## src/rtl/inst_rom_arbiter_pkg.sv

```systemverilog
// Shared definitions for the instruction-ROM arbiter: widths, ROM word-index range
// and the response-owner encoding.
package inst_rom_arbiter_pkg;

    localparam int InstAddrWidth = 32;
    localparam int InstWidth     = 32;

    // ROM word index occupies byte-address bits [RomIdxHi:RomIdxLo]
    localparam int RomIdxHi = 18;
    localparam int RomIdxLo = 2;

    typedef enum logic [1:0] {
        RSP_NONE = 2'd0,
        RSP_IF   = 2'd1,
        RSP_DS   = 2'd2
    } rsp_owner_e;

    function automatic logic word_aligned(input logic [1:0] addr_lsb);
        return (addr_lsb == 2'b00);
    endfunction

endpackage

```

## src/rtl/inst_rom_arbiter_starve_ctr.sv

```systemverilog
// Saturating count of consecutive denied fetch cycles; flags when fetch must win.
module rom_starve_ctr
    import inst_rom_arbiter_pkg::*;
#(
    parameter int STARVE_LIMIT = 4
) (
    input  logic clk,
    input  logic rst_n,
    input  logic if_req,
    input  logic if_gnt,
    input  logic if_flush,
    output logic starve_hit
);

    localparam int CntW = $clog2(STARVE_LIMIT + 1);
    localparam logic [CntW-1:0] LimitVal = CntW'(STARVE_LIMIT);

    logic [CntW-1:0] cnt_r;
    logic [CntW-1:0] cnt_s;

    // Next count: grow while fetch waits unserved, otherwise restart from zero
    always_comb begin
        cnt_s = cnt_r;
        if (if_req && !if_gnt && !if_flush) begin
            if (cnt_r == LimitVal) begin
                cnt_s = cnt_r;
            end else begin
                cnt_s = cnt_r + CntW'(1);
            end
        end else begin
            cnt_s = {CntW{1'b0}};
        end
    end

    // Counter register
    always_ff @(posedge clk or negedge rst_n) begin
        if (!rst_n) begin
            cnt_r <= {CntW{1'b0}};
        end else begin
            cnt_r <= cnt_s;
        end
    end

    assign starve_hit = (cnt_r == LimitVal);

endmodule

```

## src/rtl/inst_rom_arbiter.sv

```systemverilog
// Arbitrates the shared combinational instruction ROM between fetch and the data
// side, returning the ROM word through a one-cycle registered response.
module inst_rom_arbiter
    import inst_rom_arbiter_pkg::*;
#(
    parameter int ADDR_W       = InstAddrWidth,
    parameter int DATA_W       = InstWidth,
    parameter int STARVE_LIMIT = 4
) (
    input  logic              clk,
    input  logic              rst_n,
    input  logic              if_req,
    input  logic [ADDR_W-1:0] if_addr,
    input  logic              if_flush,
    output logic              if_gnt,
    output logic              if_rvalid,
    output logic [DATA_W-1:0] if_rdata,
    input  logic              ds_req,
    input  logic [ADDR_W-1:0] ds_addr,
    output logic              ds_gnt,
    output logic              ds_rvalid,
    output logic [DATA_W-1:0] ds_rdata,
    output logic              ds_err,
    output logic              rom_inst_en,
    output logic [ADDR_W-1:0] rom_inst_addr,
    input  logic [DATA_W-1:0] rom_inst
);

    logic        starve_hit_s;
    logic        if_gnt_s;
    logic        ds_gnt_s;
    logic        ds_ok_s;
    rsp_owner_e  owner_s;
    logic        err_s;
    logic [DATA_W-1:0] data_s;

    rsp_owner_e        rsp_owner_r;
    logic [DATA_W-1:0] rsp_data_r;
    logic              rsp_err_r;

    rom_starve_ctr #(
        .STARVE_LIMIT (STARVE_LIMIT)
    ) u_starve_ctr (
        .clk        (clk),
        .rst_n      (rst_n),
        .if_req     (if_req),
        .if_gnt     (if_gnt_s),
        .if_flush   (if_flush),
        .starve_hit (starve_hit_s)
    );

    // Grant selection and ROM address mux; a misaligned data grant uses the slot without reading
    always_comb begin
        if_gnt_s      = if_req && !if_flush && (!ds_req || starve_hit_s);
        ds_gnt_s      = ds_req && !if_gnt_s;
        ds_ok_s       = word_aligned(ds_addr[1:0]);
        rom_inst_en   = 1'b0;
        rom_inst_addr = {ADDR_W{1'b0}};
        owner_s       = RSP_NONE;
        err_s         = 1'b0;
        if (if_gnt_s) begin
            rom_inst_en   = 1'b1;
            rom_inst_addr = if_addr;
            owner_s       = RSP_IF;
        end else if (ds_gnt_s) begin
            owner_s = RSP_DS;
            if (ds_ok_s) begin
                rom_inst_en   = 1'b1;
                rom_inst_addr = ds_addr;
            end else begin
                err_s = 1'b1;
            end
        end else begin
            owner_s = RSP_NONE;
        end
    end

    // ROM word captured only for a real read; kept apart from the mux to avoid a false loop
    always_comb begin
        data_s = {DATA_W{1'b0}};
        if (rom_inst_en) begin
            data_s = rom_inst;
        end else begin
            data_s = {DATA_W{1'b0}};
        end
    end

    // Response register
    always_ff @(posedge clk or negedge rst_n) begin
        if (!rst_n) begin
            rsp_owner_r <= RSP_NONE;
            rsp_data_r  <= {DATA_W{1'b0}};
            rsp_err_r   <= 1'b0;
        end else begin
            rsp_owner_r <= owner_s;
            rsp_data_r  <= data_s;
            rsp_err_r   <= err_s;
        end
    end

    assign if_gnt    = if_gnt_s;
    assign ds_gnt    = ds_gnt_s;
    assign if_rvalid = (rsp_owner_r == RSP_IF) && !if_flush;
    assign ds_rvalid = (rsp_owner_r == RSP_DS);
    assign if_rdata  = rsp_data_r;
    assign ds_rdata  = rsp_data_r;
    assign ds_err    = ds_rvalid && rsp_err_r;

endmodule

```

## config.mk

```make
export PLATFORM = sky130hd
export DESIGN_NAME = inst_rom_arbiter
export DESIGN_NICKNAME = d
export VERILOG_FILES = /design/src/rtl/inst_rom_arbiter_pkg.sv /design/src/rtl/inst_rom_arbiter_starve_ctr.sv /design/src/rtl/inst_rom_arbiter.sv
export SDC_FILE = /design/constraint.sdc
export NUM_CORES = 1
export LEC_CHECK = 0
export BUFFER_PORTS_ARGS = -buffer_cell sky130_fd_sc_hd__buf_2
export CAP_MARGIN = 15
export CORE_MARGIN = 4
export CORE_UTILIZATION = 37
export DETAILED_ROUTE_END_ITERATION = 16
export PLACE_DENSITY = 0.81
export SYNTH_ARGS = -nofsm -noshare
export SYNTH_HDL_FRONTEND = slang
export SYNTH_SLANG_ARGS = --single-unit
```

## constraint.sdc

```tcl
create_clock -name clk -period 1.9 [get_ports clk]
set_input_delay 0.475 -clock clk [delete_from_list [all_inputs] [get_ports clk]]
set_output_delay 0.475 -clock clk [all_outputs]
set_load 0.005 [all_outputs]
```

==> implementation parameters, run 1 <==
Parameter                              Value

Status
  Run status ... finished, violations left
  Violations in the final reports ... negative setup slack

Setup path
  CP arrival ... 1.73 ns
  Required arrival time at the worst endpoint ... 1.42 ns
  Critical setup path kind ... reg -> out
  Setup crit end kind ... output port
  Delay of the slowest cell on the worst path ... 0.39 ns
  Setup crit start kind ... flop
  Slowest cell on crit path ... sky130_fd_sc_hd__dfrtp_1
  Worst-path cell chain ... inv_2 > ha_4 > a21boi_4 > nor2_4 > buf_6 > clkbuf_16 > mux2i_2 > buf_2
  CP max FO ... 4

Die
  Starting density of the core ... 38.8%
  Width of the chip ... 84.5 um
  Placeable core region ... 5570 um^2
  Boundary Pins ... 203
  Std cell rows ... 27
  Die Outline Area ... 7130 um^2
  Chip height ... 84.5 um

Global route
  Residual overflow from global routing ... 0
  Pin count of the biggest net entering global routing ... 39
  Overall routing resource usage ... 17.1%
  First-pass GRT wire length ... 9.79 mm
  Antenna violations before repair ... 0
  Via count of the first global-routing pass ... 2133

Timing
  Finish-stage setup viols ... 34
  Fin. max-slew vios ... 0
  Final hold violation count ... 0
  Worst Slack Setup Final ... -0.308 ns
  Fin Clk Skew ... 0.00670 ns
  Setup repair after global routing missed its margin ... true
  Shortest clock period the worst path allows after layout ... 2.21 ns
  Max transition margin ... 68.0%
  Highest attainable clock frequency ... 453 MHz
  Post-route setup TNS ... -8.37 ns
  Measured slew at the worst slew-check pin ... 0.480 ns
  Period utilisation layout ... 116%
  Final-layout worst hold slack ... 0.238 ns

Flow run
  Max-capacitance violation count ... 0

Detailed routing
  ANT nets after route ... 0
  DR WL met3 ... 649 um
  Highest metal layer with signal wires ... met4
  Number of DRC violations after detailed routing ... 0
  Routed vias ... 2104
  Detailed-route wire length per cell ... 13.2 um
  Average via count per standard cell ... 4.34
  Violation count after the first detailed-route iteration ... 30
  Final Routed Wirelength ... 6.40 mm
  Total met2 wirelength after detailed routing ... 3.49 mm
  Number of search-and-repair iterations in the first detailed-routing pass ... 4
  Wire length on met1 ... 2.19 mm

Place
  Total half-perimeter wirelength after legalization and detailed placement ... 5.16 mm
  Cell total after placement ... 467
  Worst setup slack after placement ... -0.157 ns
  Global placement routability congestion ... 0.795
  Port Buffer Count ... 202

Clock network
  Clock insertion delay at the later pin of the skew report ... 0.28 ns
  Longest Clk Path Bufs ... 2
  Clock tree from TritonCTS ... yes
  TritonCTS sink count ... 38
  Number of buffers added to fix hold violations after cts ... 0
  Clock slew at reported path FFs ... 0.07 ns
  H-tree Lvls ... 2
  Cts bufs inserted ... 5
  CTS root buf ... sky130_fd_sc_hd__clkbuf_8

Finish
  Number of cells in the finished layout apart from fillers ... 485
  Area growth from synthesis to layout ... 56.4%
  Fraction of the core area covered by cells at the end of the flow ... 60.7%
  Layout filler cell count ... 481
  Number of inserted diodes ... 0
  Share of cells above drive strength 1 ... 58.8%
  NumNets Final ... 515

Synth
  Number of enable-type register cells in the synthesized netlist ... 0
  Count of cell types in the netlist ... 20
  Async SR Flop Fraction ... 100%
  Cell count after synthesis ... 225
  Mean Syn Cell Area ... 9.61 um^2
  Sequential element share of the synthesized area ... 44.0%
  Post-synth net total ... 328
  Synth Cell Area ... 2160 um^2
  Post-synthesis sequential element count ... 38
  Syn. warnings ... 0
  Most used DFF post-synth ... sky130_fd_sc_hd__dfrtp_1

Power and ir drop
  Ratio of total power to cell area ... 541 nW/um^2
  Peak VDD IR ... 0.000272 V
  Leakage dissipation ... 2.07 nW

Worst hold path
  Type of the worst min-delay path ... in -> async
path summary, 6_finish.rpt:
| check | from | endpoint | slack [ns] | cells past startpoint |
|---|---|---|---|---|
| worst max register to register | u_starve_ctr.cnt_r[1]$_DFFE_PN0P_ | ds_rdata[20]$_DFF_PN0_ | 0.30 | 8 |
| min in group clk | rom_inst[6] | ds_rdata[6]$_DFF_PN0_ | 0.40 | 2 |
| worst max-delay path | u_starve_ctr.cnt_r[0]$_DFFE_PN0P_ | rom_inst_addr[27] | -0.31 | 8 |
| max in group asynchronous | rst_n | ds_rdata[18]$_DFF_PN0_ | 1.32 | 2 |
| worst min-delay path | rst_n | ds_rdata[5]$_DFF_PN0_ | 0.24 | 2 |
| worst min register to register | u_starve_ctr.cnt_r[0]$_DFFE_PN0P_ | u_starve_ctr.cnt_r[0]$_DFFE_PN0P_ | 0.58 | 2 |
worst max-delay path, delay by kind of cell, from the launching register on:
family,cells,cell delay (ns)
buffers and inverters,4,0.50
flip-flops,1,0.39
multiplexers,1,0.21
AND/OR/NAND/NOR,1,0.15
adder cells (fa/ha/maj),1,0.14
AO/OA/AOI/OAI,1,0.06
final cells by class:
cell class              count  area, um^2  area share (%)
repair buffers            221        1280            37.9
flip-flops and latches     38         951            28.1
multi-input cells         113         842            24.9
inverters                  33         124            3.66
well taps                  72        90.1            2.66
clock buffers               6        82.6            2.44
clock inverters             2        12.5           0.370
power by group:
group / internal [W] / switching, W / total, W
registers: 0.000844 / 0.0000157 / 0.000860
clock network: 0.000291 / 0.000265 / 0.000556
logic: 0.000238 / 0.000176 / 0.000415
cells in the final DEF (no fill, tap or decap):
| cell | netlist | final |
|---|---|---|
| sky130_fd_sc_hd__inv_2 | 0 | 2 |
| sky130_fd_sc_hd__a21oi_1 | 2 | 2 |
| sky130_fd_sc_hd__buf_2 | 5 | 199 |
| sky130_fd_sc_hd__and2_1 | 37 | 35 |
| sky130_fd_sc_hd__a21boi_4 | 0 | 1 |
| sky130_fd_sc_hd__mux2i_2 | 0 | 2 |
| sky130_fd_sc_hd__nor2b_4 | 0 | 1 |
| sky130_fd_sc_hd__ha_4 | 0 | 1 |
| sky130_fd_sc_hd__nor2b_1 | 2 | 1 |
| sky130_fd_sc_hd__and2_4 | 0 | 2 |
| sky130_fd_sc_hd__buf_6 | 3 | 6 |
| sky130_fd_sc_hd__clkbuf_8 | 0 | 6 |
| sky130_fd_sc_hd__mux2i_4 | 0 | 1 |
| sky130_fd_sc_hd__nand2b_1 | 1 | 1 |
| sky130_fd_sc_hd__ha_1 | 2 | 1 |
| sky130_fd_sc_hd__clkinv_2 | 0 | 1 |
| sky130_fd_sc_hd__nor2_1 | 1 | 1 |
| sky130_fd_sc_hd__nand2_1 | 30 | 30 |
| sky130_fd_sc_hd__buf_16 | 0 | 1 |
| sky130_fd_sc_hd__nand3b_1 | 1 | 1 |
| sky130_fd_sc_hd__buf_4 | 33 | 10 |
| sky130_fd_sc_hd__nor3b_1 | 2 | 2 |
| sky130_fd_sc_hd__mux2i_1 | 30 | 27 |
| sky130_fd_sc_hd__o21bai_4 | 0 | 1 |
| sky130_fd_sc_hd__nor3b_2 | 1 | 1 |
| sky130_fd_sc_hd__buf_12 | 0 | 2 |
| sky130_fd_sc_hd__o221a_2 | 1 | 1 |
| sky130_fd_sc_hd__nor2_4 | 1 | 1 |
| sky130_fd_sc_hd__dfrtp_1 | 38 | 38 |
| sky130_fd_sc_hd__inv_1 | 33 | 31 |
| sky130_fd_sc_hd__clkbuf_16 | 0 | 3 |
| sky130_fd_sc_hd__clkinvlp_4 | 0 | 1 |
kinds of logic after synthesis:
family | Yosys count | synth area share (%)
AND/OR/NAND/NOR | 76 | 19.1
buffers and inverters | 74 | 19.9
flip-flops | 38 | 44.0
multiplexers | 30 | 13.9
AO/OA/AOI/OAI | 5 | 2.02
adder cells (fa/ha/maj) | 2 | 1.16
synthesized netlist by cell type (2+ instances only):
library cell	number	area share (%)
sky130_fd_sc_hd__nor2b_1	2	0.58
sky130_fd_sc_hd__a21oi_1	2	0.46
sky130_fd_sc_hd__and2_1	37	11
sky130_fd_sc_hd__buf_6	3	1.6
sky130_fd_sc_hd__buf_4	33	11
sky130_fd_sc_hd__nand2_1	30	5.2
sky130_fd_sc_hd__mux2i_1	30	14
sky130_fd_sc_hd__nor3b_1	2	0.69
sky130_fd_sc_hd__inv_1	33	5.7
sky130_fd_sc_hd__buf_2	5	1.2
sky130_fd_sc_hd__dfrtp_1	38	44
sky130_fd_sc_hd__ha_1	2	1.2
sequential cells by signal, summed over array words and instances (netlist names):
name                flops
rsp_owner_r             2
rsp_err_r               1
u_starve_ctr.cnt_r      3
ds_rdata               32
what timing repair did:
item / CTS / global route
buffers inserted: 6 / 1
gates resized for setup: 7 / 15
gates cloned: 2 / 3
endpoints found under the hold margin: 0 / 0
pin swaps: 4 / 4
endpoints found under the setup margin: 35 / 35
routing by layer:
layer | vias to the layer above | track usage [%]
li1 | 1021 | -
met1 | 954 | 17.2
met2 | 125 | 33.4
met3 | 4 | 5.10
met4 | 0 | 5.18
met5 | - | 0
per-stage QoR:
stage | cell area (um^2) | total power (W)
floorplan | 2160 | 0.00105
global placement | 3050 | 0.00124
detailed placement | 3050 | 0.00125
CTS | 3260 | 0.00184
global route | 3380 | 0.00194
finish | 3380 | 0.00183
No activity file was read; power rests on OpenSTA's default activity.
==> run 2: changes to the inputs <==
Settings changed: ABC_AREA from default to 1, CORE_UTILIZATION 37 to 39, CTS_BUF_LIST from default to sky130_fd_sc_hd__clkbuf_8, PLACE_DENSITY 0.81 to 0.82.
==> implementation parameters, run 2 <==
Parameter                              Value

Clock network
  Cts bufs inserted ... 5 (unchanged)
  TritonCTS sink count ... 38 (unchanged)
  Clock slew at reported path FFs ... 0.07 ns (about the same)
  H-tree Lvls ... 2 (unchanged)
  Clock insertion delay at the later pin of the skew report ... 0.28 ns (about the same)
  Clock tree from TritonCTS ... yes
  CTS root buf ... sky130_fd_sc_hd__clkbuf_8
  Longest Clk Path Bufs ... 2 (unchanged)

Finish
  Fraction of the core area covered by cells at the end of the flow ... 64.2% (+3.5 points)
  NumNets Final ... 616 (+20%)
  Max FFs per register ... 32 (unchanged)
  Share of cells above drive strength 1 ... 55.1% (-3.8 points)
  Area growth from synthesis to layout ... 55.2%
  Number of inserted diodes ... 0 (unchanged)
  Most common cell after layout, fill and taps aside ... sky130_fd_sc_hd__buf_2
  Commonest cells after routing, fill and taps aside ... sky130_fd_sc_hd__buf_2, sky130_fd_sc_hd__inv_1, sky130_fd_sc_hd__nand2_1
  Final instance area ... 3620 um^2 (+7.1%)

Timing
  Period utilisation layout ... 108% (-8.4 points)
  Max transition margin ... 69.9% (+1.9 points)
  Post-route setup TNS ... -4.26 ns (+4.12 ns)
  Worst Slack Setup Final ... -0.148 ns (+0.160 ns)
  Finish-stage setup viols ... 35 (+2.9%)
  Fin Clk Skew ... 0.00237 ns (-0.00433 ns)
  Setup repair after global routing missed its margin ... true
  Fin. max-slew vios ... 0 (unchanged)
  Shortest clock period the worst path allows after layout ... 2.05 ns (-0.160 ns)
  Highest attainable clock frequency ... 488 MHz (+7.8%)
  Final hold violation count ... 0 (unchanged)
  Measured slew at the worst slew-check pin ... 0.452 ns (-0.0283 ns)

Setup path
  Slowest cell on crit path ... sky130_fd_sc_hd__dfrtp_1
  Setup crit end kind ... output port
  Cell type group with the largest total delay on the critical path ... buffers and inverters
  Required arrival time at the worst endpoint ... 1.42 ns (about the same)
  Setup crit start kind ... flop
  Delay of the slowest cell on the worst path ... 0.37 ns (-0.02 ns)
  Buffers & Inverters on Critical Path ... 4 (unchanged)
  Worst-path cell chain ... inv_2 > ha_4 > nand2_4 > nand2_4 > nand2_8 > clkinv_8 > clkbuf_16 > nand2_1 > nand2_1 > buf_2
  CP arrival ... 1.57 ns (-0.16 ns)
  CP max FO ... 7 (+3)
  Critical setup path kind ... reg -> out

Detailed routing
  Final Routed Wirelength ... 7.18 mm (+12%)
  Number of DRC violations after detailed routing ... 0 (unchanged)
  ANT nets after route ... 0 (unchanged)
  Violation count after the first detailed-route iteration ... 91 (+200%)
  Detailed-route wire length per cell ... 12.3 um (-7.1%)
  Routed vias ... 2556 (+21%)
  Number of search-and-repair iterations in the first detailed-routing pass ... 4 (unchanged)
  Average via count per standard cell ... 4.36 (+0.54%)

Die
  Boundary Pins ... 203 (unchanged)
  Width of the chip ... 85.4 um (+1.1%)
  Std cell rows ... 27 (unchanged)
  Starting density of the core ... 41.4% (+2.6 points)
  Die Outline Area ... 7290 um^2 (+2.2%)
  Placeable core region ... 5640 um^2 (+1.2%)
  Chip height ... 85.4 um (+1.1%)

Status
  Run status ... finished, violations left
  Violations in the final reports ... negative setup slack

Synth
  Multiplexer share of the synthesized area ... 0% (-14 points)
  List of most frequent post-synthesis cells ... sky130_fd_sc_hd__nand2_1, sky130_fd_sc_hd__inv_1, sky130_fd_sc_hd__dfrtp_1
  Number of enable-type register cells in the synthesized netlist ... 0 (unchanged)
  Count of cell types in the netlist ... 18 (-10%)
  Post-synth net total ... 435 (+33%)
  Simple-gate portion of the synthesized area ... 30.4% (+11 points)
  Leading post-synthesis cells by cell area ... sky130_fd_sc_hd__dfrtp_1, sky130_fd_sc_hd__nand2_1, sky130_fd_sc_hd__buf_4
  Dominant cell type by area after synthesis ... sky130_fd_sc_hd__dfrtp_1
  Syn. warnings ... 0 (unchanged)
  Async SR Flop Fraction ... 100% (unchanged)
  Fraction of synthesized cell area taken by the top area cell type ... 40.7% (-3.2 points)
  Post-synthesis sequential element count ... 38 (unchanged)
  Mean Syn Cell Area ... 7.03 um^2 (-27%)
  Sequential element share of the synthesized area ... 40.7% (-3.2 points)
  Dominant combinational cell family by area after synthesis ... simple AND/OR/NAND/NOR gates
  Adder and majority gate portion of the synthesized area ... 1.07% (-0.085 points)
  Synth Cell Area ... 2330 um^2 (+7.9%)
  Most used DFF post-synth ... sky130_fd_sc_hd__dfrtp_1
  Cell count after synthesis ... 332 (+48%)
  Most common cell in the synthesized netlist ... sky130_fd_sc_hd__nand2_1
  Xor-xnor portion of the synthesized cell area ... 0.375% (+0.38 points)
  Area fraction in compound gates after synthesis ... 0.697% (-1.3 points)

Power and ir drop
  Post-layout power ... 0.00186 W (+1.8%)
  Ratio of total power to cell area ... 514 nW/um^2 (-4.9%)
  Peak VDD IR ... 0.000404 V (+48%)
  Leakage dissipation ... 2.60 nW (+25%)

Global route
  First-pass GRT wire length ... 10.4 mm (+5.8%)
  Via count of the first global-routing pass ... 2429 (+14%)
  Overall routing resource usage ... 17.5% (+0.48 points)
  Pin count of the biggest net entering global routing ... 39 (unchanged)
  Residual overflow from global routing ... 0 (unchanged)
  Antenna violations before repair ... 0 (unchanged)

Flow run
  Max-capacitance violation count ... 0 (unchanged)

Place
  Standard cell area after detailed placement ... 3200 um^2 (+4.8%)
  Total half-perimeter wirelength after legalization and detailed placement ... 5.50 mm (+6.7%)
  Global placement routability congestion ... 0.790 (-0.65%)
  Port Buffer Count ... 202 (unchanged)

Worst hold path
  Type of the worst min-delay path ... in -> async
[run 2: cell count changes after synthesis, moves of 6 or more]
cell                      change
sky130_fd_sc_hd__mux2i_1     -30
sky130_fd_sc_hd__inv_2        +6
sky130_fd_sc_hd__and2_1      -37
sky130_fd_sc_hd__nand2_2     +10
sky130_fd_sc_hd__nand2_1     +55
sky130_fd_sc_hd__nand3_1     +31
sky130_fd_sc_hd__inv_1       +35
sky130_fd_sc_hd__nor2_1      +36
[run 2: repair_timing]
item	4_1_cts	5_1_grt
hold buffers	0	0
gates resized for setup	12	46
hold endpoints to repair	0	0
setup endpoints to repair	35	35
cloned	0	4
setup buffers	4	3
pin swaps	2	10
[run 2: kinds of logic (layout without fill, tap and decap cells)]
kind of cell	after synthesis	after routing
and+or+nand+nor	168	168
xor gates and xnor gates	1	1
buffers and inverters	122	304
DFF	38	38
adders and majority gates	2	2
AOI/OAI and AO/OA	1	1
[run 2: power by group]
group | total, W | switching [W] | internal (W) | leakage, nW
clock network | 0.000536 | 0.000250 | 0.000287 | 0.0524
logic | 0.000466 | 0.000232 | 0.000234 | 2.03
registers | 0.000861 | 0.0000168 | 0.000845 | 0.511
total | 0.00186 | 0.000498 | 0.00137 | 2.60
[run 2: worst reg2reg max path, stage by stage (launching register included)]
cell and delay (ns):
sky130_fd_sc_hd__dfrtp_1 0.40, sky130_fd_sc_hd__inv_2 0.08, sky130_fd_sc_hd__ha_4 0.15, sky130_fd_sc_hd__nand2_4 0.05, sky130_fd_sc_hd__nand2_4 0.09, sky130_fd_sc_hd__nand2_8 0.07
sky130_fd_sc_hd__buf_4 0.17, sky130_fd_sc_hd__o21ai_4 0.07, sky130_fd_sc_hd__buf_4 0.26, sky130_fd_sc_hd__nand2_1 0.09, sky130_fd_sc_hd__inv_1 0.06
[run 2: final timing paths]
path | start | endpoint | slack, ns | depth (start not counted)
min in group clk | rom_inst[13] | ds_rdata[13]$_DFF_PN0_ | 0.38 | 3
hold / removal | rst_n | ds_rdata[3]$_DFF_PN0_ | 0.23 | 2
setup / recovery | u_starve_ctr.cnt_r[1]$_DFFE_PN0P_ | rom_inst_addr[5] | -0.15 | 10
max in group asynchronous | rst_n | ds_rdata[0]$_DFF_PN0_ | 1.36 | 2
setup reg to reg | u_starve_ctr.cnt_r[1]$_DFFE_PN0P_ | ds_rdata[10]$_DFF_PN0_ | 0.35 | 10
hold reg to reg | u_starve_ctr.cnt_r[2]$_DFFE_PN0P_ | u_starve_ctr.cnt_r[2]$_DFFE_PN0P_ | 0.64 | 2
[run 2: area by class of cell]
cell class / count / area (um^2)
Clock inverter: 2 / 8.76
Clock buffer: 6 / 82.6
Multi-Input combinational cell: 172 / 907
Tap cell: 72 / 90.1
Inverter: 74 / 290
Fill cell: 518 / 2020
Sequential cell: 38 / 951
Timing Repair Buffer: 222 / 1290
[run 2: per-layer routing]
metal  wire (um)  GRT usage, %  up-vias
met5           0             0        -
met4         122          6.62        0
met3         796          5.24       14
met2        3970          35.1      138
met1        2300          16.3     1128
li1            -             -     1276
[run 2: per-stage QoR]
step	setup WS, ns	cells	hold slack, ns
2_1_floorplan	0.276	332	0.179
3_3_place_gp	0.0126	567	0.445
3_5_place_dp	-0.00575	567	0.456
4_1_cts	-0.153	579	0.229
5_1_grt	-0.237	586	0.265
6_report	-0.148	586	0.226
==> run 3: changes to the inputs <==
Settings changed: CORE_UTILIZATION 39 to 36, PLACE_DENSITY 0.82 to 0.8, TNS_END_PERCENT from default to 10.
Clock period 1.9 ns to 1.74 ns, I/O delays scaled along.
==> implementation parameters, run 3 (synthesis results as in run 2) <==
Parameter                              Value

Die
  Placeable core region ... 6310 um^2 (+12%)
  Chip height ... 88.5 um (+3.7%)
  Starting density of the core ... 37.0% (-4.4 points)
  Std cell rows ... 29 (+7.4%)
  Width of the chip ... 88.5 um (+3.7%)
  Boundary Pins ... 203 (unchanged)
  Die Outline Area ... 7840 um^2 (+7.5%)

Timing
  Shortest clock period the worst path allows after layout ... 2.05 ns
  Max transition margin ... 75.6% (+5.7 points)
  Measured slew at the worst slew-check pin ... 0.366 ns (-0.0855 ns)
  Worst Slack Setup Final ... -0.308 ns (-0.159 ns)
  Highest attainable clock frequency ... 488 MHz
  Fin. max-slew vios ... 0 (unchanged)
  Setup repair after global routing missed its margin ... true
  Final hold violation count ... 0 (unchanged)
  Period utilisation layout ... 118%
  Fin Clk Skew ... 0.00376 ns (+0.00139 ns)
  Finish-stage setup viols ... 35 (unchanged)
  Post-route setup TNS ... -9.61 ns (-5.36 ns)

Finish
  Footprint of the multi-input gates ... 871 um^2 (-4.0%)
  Layout filler cell count ... 568 (+9.7%)
  Commonest cells after routing, fill and taps aside ... sky130_fd_sc_hd__buf_2, sky130_fd_sc_hd__inv_1, sky130_fd_sc_hd__nand2_1
  Final instance area ... 3610 um^2 (-0.38%)
  Number of cells in the finished layout apart from fillers ... 586 (unchanged)
  Area growth from synthesis to layout ... 54.6%
  Share of cells above drive strength 1 ... 54.2% (-0.83 points)
  Sequential cell area in the final layout ... 951 um^2 (unchanged)
  NumNets Final ... 611 (-0.81%)
  Max FFs per register ... 32 (unchanged)
  Number of inserted diodes ... 0 (unchanged)
  Most common cell after layout, fill and taps aside ... sky130_fd_sc_hd__buf_2

Setup path
  CP arrival ... 1.61 ns (+0.04 ns)
  Worst reg2reg path startpoint ... u_starve_ctr.cnt_r[1]$_DFFE_PN0P_
  Critical setup path kind ... reg -> out
  Termination of the worst setup path ... rom_inst_addr[30]
  Critical path launch point ... u_starve_ctr.cnt_r[0]$_DFFE_PN0P_
  Register-to-register setup slack ... 0.18 ns (-0.17 ns)
  Endpoint of the most critical register-to-register path ... ds_rdata[31]$_DFF_PN0_
  Setup crit start kind ... flop
  CP max FO ... 7 (unchanged)
  Setup crit end kind ... output port
  Required arrival time at the worst endpoint ... 1.30 ns (-0.12 ns)
  Worst Reg-to-Reg Cells ... 10 (unchanged)

Detailed routing
  Violation count after the first detailed-route iteration ... 50 (-45%)
  Average via count per standard cell ... 4.34 (-0.51%)
  ANT nets after route ... 0 (unchanged)
  Detailed-route wire length per cell ... 12.2 um (-0.35%)
  Number of DRC violations after detailed routing ... 0 (unchanged)
  Routed vias ... 2543 (-0.51%)
  Final Routed Wirelength ... 7.16 mm (-0.35%)
  Number of search-and-repair iterations in the first detailed-routing pass ... 4 (unchanged)

Place
  Cell total after placement ... 573 (+1.1%)
  Total half-perimeter wirelength after legalization and detailed placement ... 5.62 mm (+2.2%)
  Port Buffer Count ... 202 (unchanged)
  Standard cell area after detailed placement ... 3210 um^2 (+0.43%)
  Global placement routability congestion ... 0.785 (-0.57%)

Clock network
  Clock slew at reported path FFs ... 0.08 ns (about the same)
  Clock tree from TritonCTS ... yes
  CTS root buf ... sky130_fd_sc_hd__clkbuf_8
  Longest Clk Path Bufs ... 2 (unchanged)
  H-tree Lvls ... 2 (unchanged)
  Cts bufs inserted ... 5 (unchanged)
  Clock insertion delay at the later pin of the skew report ... 0.28 ns (about the same)
  TritonCTS sink count ... 38 (unchanged)

Global route
  Residual overflow from global routing ... 0 (unchanged)
  Antenna violations before repair ... 0 (unchanged)
  First-pass GRT wire length ... 10.1 mm (-2.1%)
  Overall routing resource usage ... 16.5% (-1.1 points)
  Pin count of the biggest net entering global routing ... 33 (-15%)
  Via count of the first global-routing pass ... 2399 (-1.2%)

Power and ir drop
  Peak VDD IR ... 0.000649 V (+61%)
  Post-layout power ... 0.00231 W (+24%)
  Leakage dissipation ... 2.57 nW (-0.96%)
  Ratio of total power to cell area ... 641 nW/um^2 (+25%)

Status
  Run status ... finished, violations left
  Violations in the final reports ... negative setup slack

Worst hold path
  Type of the worst min-delay path ... in -> async

Flow run
  Max-capacitance violation count ... 0 (unchanged)
[run 3: cell types whose count changed in the layout (fill, tap and decap cells not counted), moves of 2 or more]
cell / delta
sky130_fd_sc_hd__nand3_2: +2
sky130_fd_sc_hd__nand3_1: -2
sky130_fd_sc_hd__buf_2: -2
sky130_fd_sc_hd__bufinv_16: +2
sky130_fd_sc_hd__nand2_4: -2
sky130_fd_sc_hd__inv_2: -2
sky130_fd_sc_hd__nand2_1: +3
sky130_fd_sc_hd__buf_4: -4
sky130_fd_sc_hd__buf_6: +2
[run 3: worst max-delay path: stages, from the launching register on]
cell and delay (ns):
sky130_fd_sc_hd__dfrtp_1 0.35, sky130_fd_sc_hd__inv_1 0.05, sky130_fd_sc_hd__ha_2 0.17, sky130_fd_sc_hd__nand2_2 0.07
sky130_fd_sc_hd__nand2_2 0.07, sky130_fd_sc_hd__nand2_4 0.13, sky130_fd_sc_hd__clkinv_8 0.10, sky130_fd_sc_hd__clkbuf_16 0.18
sky130_fd_sc_hd__nand2_2 0.06, sky130_fd_sc_hd__nand2_2 0.05, sky130_fd_sc_hd__buf_6 0.11
[run 3: repair_timing]
| item | in CTS | in global routing |
|---|---|---|
| hold buffers | 0 | 0 |
| pin swaps | 1 | 11 |
| hold endpoints to repair | 0 | 0 |
| resized for setup | 9 | 41 |
| setup buffers | 1 | 0 |
| cloned | 2 | 3 |
| endpoints found under the setup margin | 35 | 61 |
[run 3: per-layer routing]
metal | global-route usage, % | share of wire, % | vias to the layer above
met2 | 34.3 | 55 | 135
met5 | 0 | 0 | -
met1 | 15.7 | 33 | 1137
li1 | - | - | 1264
met3 | 4.66 | 11 | 7
met4 | 3.30 | 0.92 | 0
[run 3: worst min path at each step]
stage	start	endpoint	slack, ns	cells past startpoint
after floorplan	rst_n	ds_rdata[0]$_DFF_PN0_	0.14	0
after CTS	rst_n	ds_rdata[26]$_DFF_PN0_	0.06	1
after detailed placement	rst_n	ds_rdata[26]$_DFF_PN0_	0.38	1
final	rst_n	ds_rdata[26]$_DFF_PN0_	0.05	1
after global routing	rst_n	ds_rdata[26]$_DFF_PN0_	0.07	1
after global placement	rst_n	ds_rdata[28]$_DFF_PN0_	0.37	1
[run 3: final cells by class]
class	count	area share, %
repair buffers	217	35.0
flip-flops and latches	38	26.3
inverters	74	8.04
clock buffers	5	1.91
multi-input cells	172	24.1
clock inverters	3	1.91
well taps	77	2.67
[run 3: where the power goes]
part	internal, W	switching, W
Sequential	0.000922	0.0000177
Combinational	0.000247	0.000251
Clock	0.000574	0.000301
[run 3: metrics by stage]
| stage | utilization, % | worst slack [ns] | hold slack [ns] |
|---|---|---|---|
| final | 57.2 | -0.308 | 0.0525 |
| after detailed placement | 50.8 | -0.0763 | 0.379 |
| after floorplan | - | 0.156 | 0.139 |
| after global placement | 50.8 | -0.0615 | 0.374 |
| after CTS | 54.5 | -0.340 | 0.0616 |
| after global routing | 57.2 | -0.418 | 0.0750 |
